File: src/rtl/triangle_raster_sequencer.sv
// Latches one triangle, derives its screen-clamped bounding box and scans it row-major, one pixel per cycle.
// Optional build macro TRIANGLE_RASTER_SKIP_EMPTY_EN drops zero-colour pixels instead of emitting them.
`ifndef FIXEDPOINT_WIDTH
`define FIXEDPOINT_WIDTH 32
`endif

module triangle_raster_sequencer #(
  parameter int FRAC_BITS = 16,
  parameter int COORD_W   = 10,
  parameter int SCREEN_W  = 640,
  parameter int SCREEN_H  = 480
) (
  input  logic                         clk_i,
  input  logic                         reset_n_i,
  input  logic                         tri_valid_i,
  output logic                         tri_ready_o,
  input  logic [`FIXEDPOINT_WIDTH-1:0] v1x_i,
  input  logic [`FIXEDPOINT_WIDTH-1:0] v1y_i,
  input  logic [`FIXEDPOINT_WIDTH-1:0] v2x_i,
  input  logic [`FIXEDPOINT_WIDTH-1:0] v2y_i,
  input  logic [`FIXEDPOINT_WIDTH-1:0] v3x_i,
  input  logic [`FIXEDPOINT_WIDTH-1:0] v3y_i,
  output logic [`FIXEDPOINT_WIDTH-1:0] ras_v1x_o,
  output logic [`FIXEDPOINT_WIDTH-1:0] ras_v1y_o,
  output logic [`FIXEDPOINT_WIDTH-1:0] ras_v2x_o,
  output logic [`FIXEDPOINT_WIDTH-1:0] ras_v2y_o,
  output logic [`FIXEDPOINT_WIDTH-1:0] ras_v3x_o,
  output logic [`FIXEDPOINT_WIDTH-1:0] ras_v3y_o,
  output logic [`FIXEDPOINT_WIDTH-1:0] ras_x_o,
  output logic [`FIXEDPOINT_WIDTH-1:0] ras_y_o,
  input  logic [7:0]                   ras_r_i,
  input  logic [7:0]                   ras_g_i,
  input  logic [7:0]                   ras_b_i,
  output logic                         pix_valid_o,
  input  logic                         pix_ready_i,
  output logic [COORD_W-1:0]           pix_x_o,
  output logic [COORD_W-1:0]           pix_y_o,
  output logic [7:0]                   pix_r_o,
  output logic [7:0]                   pix_g_o,
  output logic [7:0]                   pix_b_o,
  output logic                         busy_o,
  output logic                         done_o
);
  localparam int FP_W = `FIXEDPOINT_WIDTH;
  localparam int IW   = FP_W - FRAC_BITS;

  localparam logic [2:0] S_IDLE  = 3'd0;
  localparam logic [2:0] S_SETUP = 3'd1;
  localparam logic [2:0] S_SCAN  = 3'd2;
  localparam logic [2:0] S_DRAIN = 3'd3;
  localparam logic [2:0] S_DONE  = 3'd4;

  localparam logic signed [IW-1:0] X_LIM = IW'(SCREEN_W - 1);
  localparam logic signed [IW-1:0] Y_LIM = IW'(SCREEN_H - 1);

  logic [2:0]         state_q, state_d;
  logic [FP_W-1:0]    vert_q [6];
  logic [COORD_W-1:0] curX_q, curX_d, curY_q, curY_d;
  logic [COORD_W-1:0] xMin_q, xMax_q, yMin_q, yMax_q;
  logic               pixValid_q, pixValid_d;
  logic [COORD_W-1:0] pixX_q, pixY_q;
  logic [7:0]         pixR_q, pixG_q, pixB_q;

  logic signed [IW-1:0] xLo, xHi, yLo, yHi, xLoC, xHiC, yLoC, yHiC;
  logic boxEmpty, triAccept, scanning, freeSlot, capture, advance;

  function automatic logic signed [IW-1:0] intPart(input logic [FP_W-1:0] v);
    return IW'($signed(v) >>> FRAC_BITS);
  endfunction

  function automatic logic signed [IW-1:0] min3(input logic signed [IW-1:0] a, b, c);
    logic signed [IW-1:0] m;
    m = (a < b) ? a : b;
    return (c < m) ? c : m;
  endfunction

  function automatic logic signed [IW-1:0] max3(input logic signed [IW-1:0] a, b, c);
    logic signed [IW-1:0] m;
    m = (a > b) ? a : b;
    return (c > m) ? c : m;
  endfunction

  function automatic logic signed [IW-1:0] clampInt(input logic signed [IW-1:0] v, lim);
    if (v < 0) return '0;
    if (v > lim) return lim;
    return v;
  endfunction

  // Bounding box is worked out at full integer width so off-screen vertices cannot alias onto the screen.
  always_comb begin
    xLo  = min3(intPart(vert_q[0]), intPart(vert_q[2]), intPart(vert_q[4]));
    xHi  = max3(intPart(vert_q[0]), intPart(vert_q[2]), intPart(vert_q[4]));
    yLo  = min3(intPart(vert_q[1]), intPart(vert_q[3]), intPart(vert_q[5]));
    yHi  = max3(intPart(vert_q[1]), intPart(vert_q[3]), intPart(vert_q[5]));
    xLoC = clampInt(xLo, X_LIM);
    xHiC = clampInt(xHi, X_LIM);
    yLoC = clampInt(yLo, Y_LIM);
    yHiC = clampInt(yHi, Y_LIM);
    boxEmpty = (xHi < 0) || (xLo > X_LIM) || (yHi < 0) || (yLo > Y_LIM) ||
               (xLoC > xHiC) || (yLoC > yHiC);
  end

  assign triAccept = (state_q == S_IDLE) && tri_valid_i;
  assign scanning  = (state_q == S_SCAN);
  assign freeSlot  = !pixValid_q || pix_ready_i;

`ifdef TRIANGLE_RASTER_SKIP_EMPTY_EN
  logic zeroColour;
  assign zeroColour = ((ras_r_i | ras_g_i | ras_b_i) == 8'd0);
  assign capture    = scanning && freeSlot && !zeroColour;
  assign advance    = scanning && (freeSlot || zeroColour);
`else
  assign capture = scanning && freeSlot;
  assign advance = capture;
`endif

  always_comb begin
    state_d    = state_q;
    curX_d     = curX_q;
    curY_d     = curY_q;
    pixValid_d = pixValid_q;
    if (capture) pixValid_d = 1'b1;
    else if (pix_ready_i) pixValid_d = 1'b0;
    case (state_q)
      S_IDLE:  if (tri_valid_i) state_d = S_SETUP;
      S_SETUP: begin
        if (boxEmpty) begin
          state_d = S_DONE;
        end else begin
          state_d = S_SCAN;
          curX_d  = COORD_W'(xLoC);
          curY_d  = COORD_W'(yLoC);
        end
      end
      S_SCAN: begin
        if (advance) begin
          if (curX_q == xMax_q) begin
            curX_d = xMin_q;
            if (curY_q == yMax_q) state_d = S_DRAIN;
            else curY_d = curY_q + 1'b1;
          end else begin
            curX_d = curX_q + 1'b1;
          end
        end
      end
      S_DRAIN: if (!pixValid_q) state_d = S_DONE;
      S_DONE:  state_d = S_IDLE;
      default: state_d = S_IDLE;
    endcase
  end

  always_ff @(posedge clk_i) begin
    if (!reset_n_i) begin
      state_q    <= S_IDLE;
      curX_q     <= '0;
      curY_q     <= '0;
      pixValid_q <= 1'b0;
      xMin_q     <= '0;
      xMax_q     <= '0;
      yMin_q     <= '0;
      yMax_q     <= '0;
      pixX_q     <= '0;
      pixY_q     <= '0;
      pixR_q     <= '0;
      pixG_q     <= '0;
      pixB_q     <= '0;
      for (int i = 0; i < 6; i++) vert_q[i] <= '0;
    end else begin
      state_q    <= state_d;
      curX_q     <= curX_d;
      curY_q     <= curY_d;
      pixValid_q <= pixValid_d;
      if (triAccept) begin
        vert_q[0] <= v1x_i;
        vert_q[1] <= v1y_i;
        vert_q[2] <= v2x_i;
        vert_q[3] <= v2y_i;
        vert_q[4] <= v3x_i;
        vert_q[5] <= v3y_i;
      end
      if (state_q == S_SETUP) begin
        xMin_q <= COORD_W'(xLoC);
        xMax_q <= COORD_W'(xHiC);
        yMin_q <= COORD_W'(yLoC);
        yMax_q <= COORD_W'(yHiC);
      end
      if (capture) begin
        pixX_q <= curX_q;
        pixY_q <= curY_q;
        pixR_q <= ras_r_i;
        pixG_q <= ras_g_i;
        pixB_q <= ras_b_i;
      end
    end
  end

  assign tri_ready_o = (state_q == S_IDLE);
  assign busy_o      = (state_q != S_IDLE);
  assign done_o      = (state_q == S_DONE);
  assign ras_v1x_o   = vert_q[0];
  assign ras_v1y_o   = vert_q[1];
  assign ras_v2x_o   = vert_q[2];
  assign ras_v2y_o   = vert_q[3];
  assign ras_v3x_o   = vert_q[4];
  assign ras_v3y_o   = vert_q[5];
  assign ras_x_o     = FP_W'(curX_q) << FRAC_BITS;
  assign ras_y_o     = FP_W'(curY_q) << FRAC_BITS;
  assign pix_valid_o = pixValid_q;
  assign pix_x_o     = pixX_q;
  assign pix_y_o     = pixY_q;
  assign pix_r_o     = pixR_q;
  assign pix_g_o     = pixG_q;
  assign pix_b_o     = pixB_q;

endmodule

File: config.mk
export PLATFORM = sky130hd
export DESIGN_NAME = triangle_raster_sequencer
export DESIGN_NICKNAME = d
export VERILOG_FILES = /design/src/rtl/triangle_raster_sequencer.sv
export SDC_FILE = /design/constraint.sdc
export NUM_CORES = 1
export LEC_CHECK = 0
export ABC_AREA = 1
export BUFFER_PORTS_ARGS = -buffer_cell sky130_fd_sc_hd__buf_2
export CAP_MARGIN = 20
export CORE_AREA = 3 3 202 204
export CTS_CLUSTER_SIZE = 40
export DETAILED_ROUTE_END_ITERATION = 10
export DIE_AREA = 0 0 205 207
export GPL_ROUTABILITY_DRIVEN = 0
export PLACE_DENSITY = 0.67
export SKIP_LAST_GASP = 1
export SYNTH_ARGS = -nofsm -noshare
export SYNTH_HDL_FRONTEND = slang
export SYNTH_SLANG_ARGS = --single-unit
export TNS_END_PERCENT = 30
File: constraint.sdc
create_clock -name clk_i -period 19.7 [get_ports clk_i]
set_input_delay 3.94 -clock clk_i [delete_from_list [all_inputs] [get_ports clk_i]]
set_output_delay 3.94 -clock clk_i [all_outputs]
set_load 0.01 [all_outputs]
---- After elaboration in Yosys (flattened, before gate mapping) ----
Memory sizes are Yosys's and may differ from the RTL's.
Cells that the tools add are included.
word-level totals
  bits in registers ....................... 98
  bits in latches ......................... 0
  memory bits (read-only) ................. 0
  memories ................................ 1
  output and inout bits ................... 304
  bits of input ports ..................... 220
  word-level logic and storage cells ...... 132
  bits in writable memories ............... 192
operators by class
  equal/unequal tests ..................... 13
  reductions and logical operators ........ 16
  shift-type cells ........................ 0
  $add $sub $neg .......................... 2
  multipliers ............................. 0
  bitwise logic cells ..................... 6
  mux-type cells .......................... 64
  divide/modulo/power cells ............... 0
  $lt $le $gt $ge ......................... 18
memory list
  name    depth  bits a word  read ports  clocked after memory_dff  wr ports  line  text
  vert_q  6      32           6           0                         6         57    logic [FP_W-1:0] vert_q [6];
operators with widths
  cell                                                             number
  2-to-1 mux 16 bit                                                24
  2-to-1 mux 32 bit                                                6
  greater-than comparator 16 bit                                   6
  2-to-1 mux 10 bit                                                7
  less-than comparator 16 x 1 -> 1 bit, second input constant      4
  less-than comparator 16 bit                                      4
  one-hot mux 10 bit (2 select lines)                              2
  greater-than comparator 16 x 10 -> 1 bit, second input constant  2
  greater-than comparator 16 x 11 -> 1 bit, second input constant  2
  adder 10 x 1 -> 10 bit, second input constant                    2
  equality test 10 bit                                             2
  2-to-1 mux 1 bit                                                 18
  2-to-1 mux 3 bit                                                 6
  one-hot mux 3 bit (4 select lines)                               1
  AND reduction 5 bit                                              2
  inequality test 2 bit, second input constant                     4
  equality test 3 x 2 -> 1 bit, second input constant              2
  logical OR 1 bit                                                 6
  inequality test 2 x 1 -> 1 bit, second input constant            3
  bitwise OR 1 bit                                                 6
  nonzero test 2 bit                                               2
  equality test 3 x 1 -> 1 bit, second input constant              1
  equality test 3 bit, second input constant                       1
  logical NOT 3 bit                                                1
  4 further kinds                                                  5

---- Longest topological paths before layout ----
An unclocked memory read counts as a cell.
  word-level depth ........................ 15
  gate-level depth with buffers ........... 54
  mapped depth without buffers ............ 49

---- Worst setup path before layout ----
Ideal clock, no wire load.
  path kind ............................... input -> register
  start point ............................. input port tri_valid_i
  end point ............................... memory vert_q[0][0] (netlist bit), enable pin
  library setup time ...................... 1010 ps
  cell stages on the path ................. 2
  arrival ................................. 17344 ps
  required time ........................... 18690 ps
  buffers on the path ..................... 0
  path slack .............................. 1346 ps
  path through ............................ inv_1 -> o21ai_0
RTL lines
  element          line  text
  start, declared  15    input logic tri_valid_i,
  end, declared    57

==> flow_summary.ini <==
[sta]
slew_headroom_pct = 31.0
hold_slack_ns = 0.459
rsz0062_at_grt = false
post-route-period-util_pct = 44.7
finalClockSkew_ns = 0.0237
timing.fmax_ghz = 0.114
worst_pin_slew_ns = 1.03
layout_setup_ws_ns = 10.89
setup_violations = 0
finalMaxSlewViolations = 0
hold_viol = 0
tns_ns = 0
min_period_ns = 8.81

[grt]
grt_max_degree = 97
first_global_vias = 15000
grt_use_total_pct = 24.3
grt_pass1_wl_um = 82100
grt-ovfl-total = 0
antenna_found_initial = 13

[clock_network]
clk_latency_ns = 0.55
path_clk_slew_ns = 0.06
hold_buffers = 0
postCtsSetupRepairBufs = 0
cts_tree = yes
cts.path.max_buffers = 3
clock_sinks = 290
cts-root-buf = clkbuf_16
htreeDepth = 2
cts_resized = 0
numCtsBuffers = 34

[flow_run]
cap_violations = 0

[yosys]
ys_async_sr_fraction_pct = 0
ys_top_cells_by_area = edfxtp_1 34%, dfxtp_1 12%, ha_1 9.3%
synth_compound_area_share_pct = 11.6
synth.most_common_cell = nand2_1
synth_seq_cells = 290
synth_ff_type = edfxtp_1
synth_top_family_by_area = simple AND/OR/NAND/NOR gates
synth.distinct_cells = 52
yosys.area_share.adder_pct = 9.28
synthSimpleGateAreaFrac_pct = 20.8
synthCells = 2102
synth_top_area_share_pct = 33.9
seq_area_frac_synth_pct = 45.5
yosysWarnings = 0
synth_mux_area_share_pct = 0
ys_top_cells_by_count = 364 x nand2_1, 334 x inv_1, 262 x nor2_1
synth-edff-count = 192
avgSynthCellArea_um2 = 8.08
syn_area_mm2 = 0.0170
synth_top_cell_by_area = edfxtp_1
synth-xor-area-share_pct = 1.29

[pwr]
p_clk_share_pct = 15.3
p_switching_w = 0.00219
p_leak_nw = 10.8
pwr-share-seq_pct = 22.8
internal_power_w = 0.00212
comb_power_share_pct = 61.9
power.density_mw_per_mm2 = 206
switching_share_pct = 50.8
ir_drop_uv = 128

[worst_setup_path]
crit_type = reg2reg
cp-start-kind = register
crit_required_ns = 20.17
crit_path_max_incr_delay_ns = 0.72
critPathMaxFanout = 32
path_common_cell = nand2_1
arrival_ns = 9.27
cp-end-kind = register
cpMaxStageDelayCell = nand2_1

[finish]
design_area_mm2 = 0.0209
nNetsFinal = 2906
fin_cells = 3118
synthToLayoutAreaGrowth_pct = 22.9
drive_gt1_share_pct = 22.8

[detailed_routing]
firstDrtPassIters = 6
via_per_inst = 4.99
totalWireLength_um = 53100
drt_iter0_markers = 1094
via_count = 15600
wl_per_cell_um = 17.0
drc_errors = 0
ant_nets = 0

[floorplan]
core_mm2 = 0.0395
die-area_mm2 = 0.0424
io_pins = 524
start_util_pct = 43.0
die_w_um = 205
die_y_um = 207
rows = 73

[placement]
io_buffers = 479
dp_hpwl_um = 41100
dp_cells = 3049
place_area_mm2 = 0.0197
pre_cts_ws_ns = 11.07

[outcome]
status = complete, no violations

[min_path]
hp-class = reg2reg
-- metal layers --
layer / vias to the layer above / track usage, % / share of wire, %
li1: 7696 / - / -
met1: 7177 / 30.2 / 41
met2: 587 / 40.6 / 47
met3: 101 / 6.74 / 8.9
met4: 4 / 8.18 / 2.9
met5: - / 0 / 0.051
-- power by group through the flow --
| stage | registers (W) | logic [W] | clock network, W |
|---|---|---|---|
| floorplan | 0.00107 | 0.00187 | 0 |
| global placement | 0.000985 | 0.00256 | 0 |
| detailed placement | 0.000991 | 0.00263 | 0 |
| CTS | 0.000981 | 0.00264 | 0.000674 |
| global route | 0.00100 | 0.00305 | 0.000693 |
| finish | 0.000982 | 0.00266 | 0.000657 |
-- critical path: cells and delay by family (launching register included) --
family / cells / cell delay [ns]
and+or+nand+nor: 24 / 4.52
AOI/OAI and AO/OA: 9 / 2.18
adders and majority gates: 3 / 0.91
buffers and inverters: 2 / 0.63
DFF: 1 / 0.45
-- cells by family after synthesis --
logic type                 count (synthesis)
adders and majority gates                126
xor gates and xnor gates                  25
other                                      2
and+or+nand+nor                          821
AOI/OAI and AO/OA                        370
DFF                                      290
buffers and inverters                    468
-- cells in the final DEF, fill, tap and decap left out, types with 7 or more instances in the layout --
| cell type | instances |
|---|---|
| nor3_1 | 11 |
| buf_4 | 8 |
| a21oi_1 | 149 |
| nand2_1 | 364 |
| nand3_2 | 10 |
| nand4_1 | 11 |
| dfxtp_1 | 98 |
| clkbuf_16 | 37 |
| diode_2 | 7 |
| nor2_1 | 261 |
| ha_1 | 126 |
| o21ai_0 | 170 |
| conb_1 | 66 |
| a211oi_1 | 8 |
| xnor2_1 | 8 |
| buf_2 | 479 |
| nand2_4 | 8 |
| nand3_1 | 114 |
| xor2_1 | 17 |
| inv_1 | 334 |
| edfxtp_1 | 192 |
| nor4_1 | 7 |
| o211ai_1 | 7 |
| nand2_2 | 12 |
-- per-stage QoR --
step	util [%]	total power [W]
CTS	52.9	0.00430
global placement	49.9	0.00354
detailed placement	49.9	0.00362
floorplan	-	0.00294
global route	52.9	0.00475
finish	52.9	0.00430
-- worst paths after layout --
check | endpoint | depth (start not counted) | start | slack, ns
worst max-delay path | curY_q[7] | 38 | vert_q[1][31] | 10.89
worst max register to register | curY_q[7] | 38 | vert_q[1][31] | 10.89
worst min register to register | yMax_q[9] | 2 | yMax_q[9] | 0.46
worst min-delay path | yMax_q[9] | 2 | yMax_q[9] | 0.46
-- sequential cells by signal, summed over array words and instances, names as in the netlist --
name / cells
curX_q: 10
curY_q: 10
pix_b_o: 8
pix_g_o: 8
pix_r_o: 8
pix_valid_o: 1
pix_x_o: 10
pix_y_o: 10
state_q: 3
vert_q: 192
xMax_q: 10
xMin_q: 10
yMax_q: 10
-- area by class of cell --
| class | count | area [um2] |
|---|---|---|
| clock inverters | 14 | 148 |
| fillers | 3800 | 18600 |
| clock buffers | 48 | 1020 |
| well taps | 525 | 657 |
| flip-flops and latches | 290 | 7730 |
| multi-input cells | 1408 | 7580 |
| repair buffers | 487 | 2460 |
| diodes | 7 | 17.5 |
| inverters | 339 | 1270 |
No activity file was read; power rests on OpenSTA's default activity.
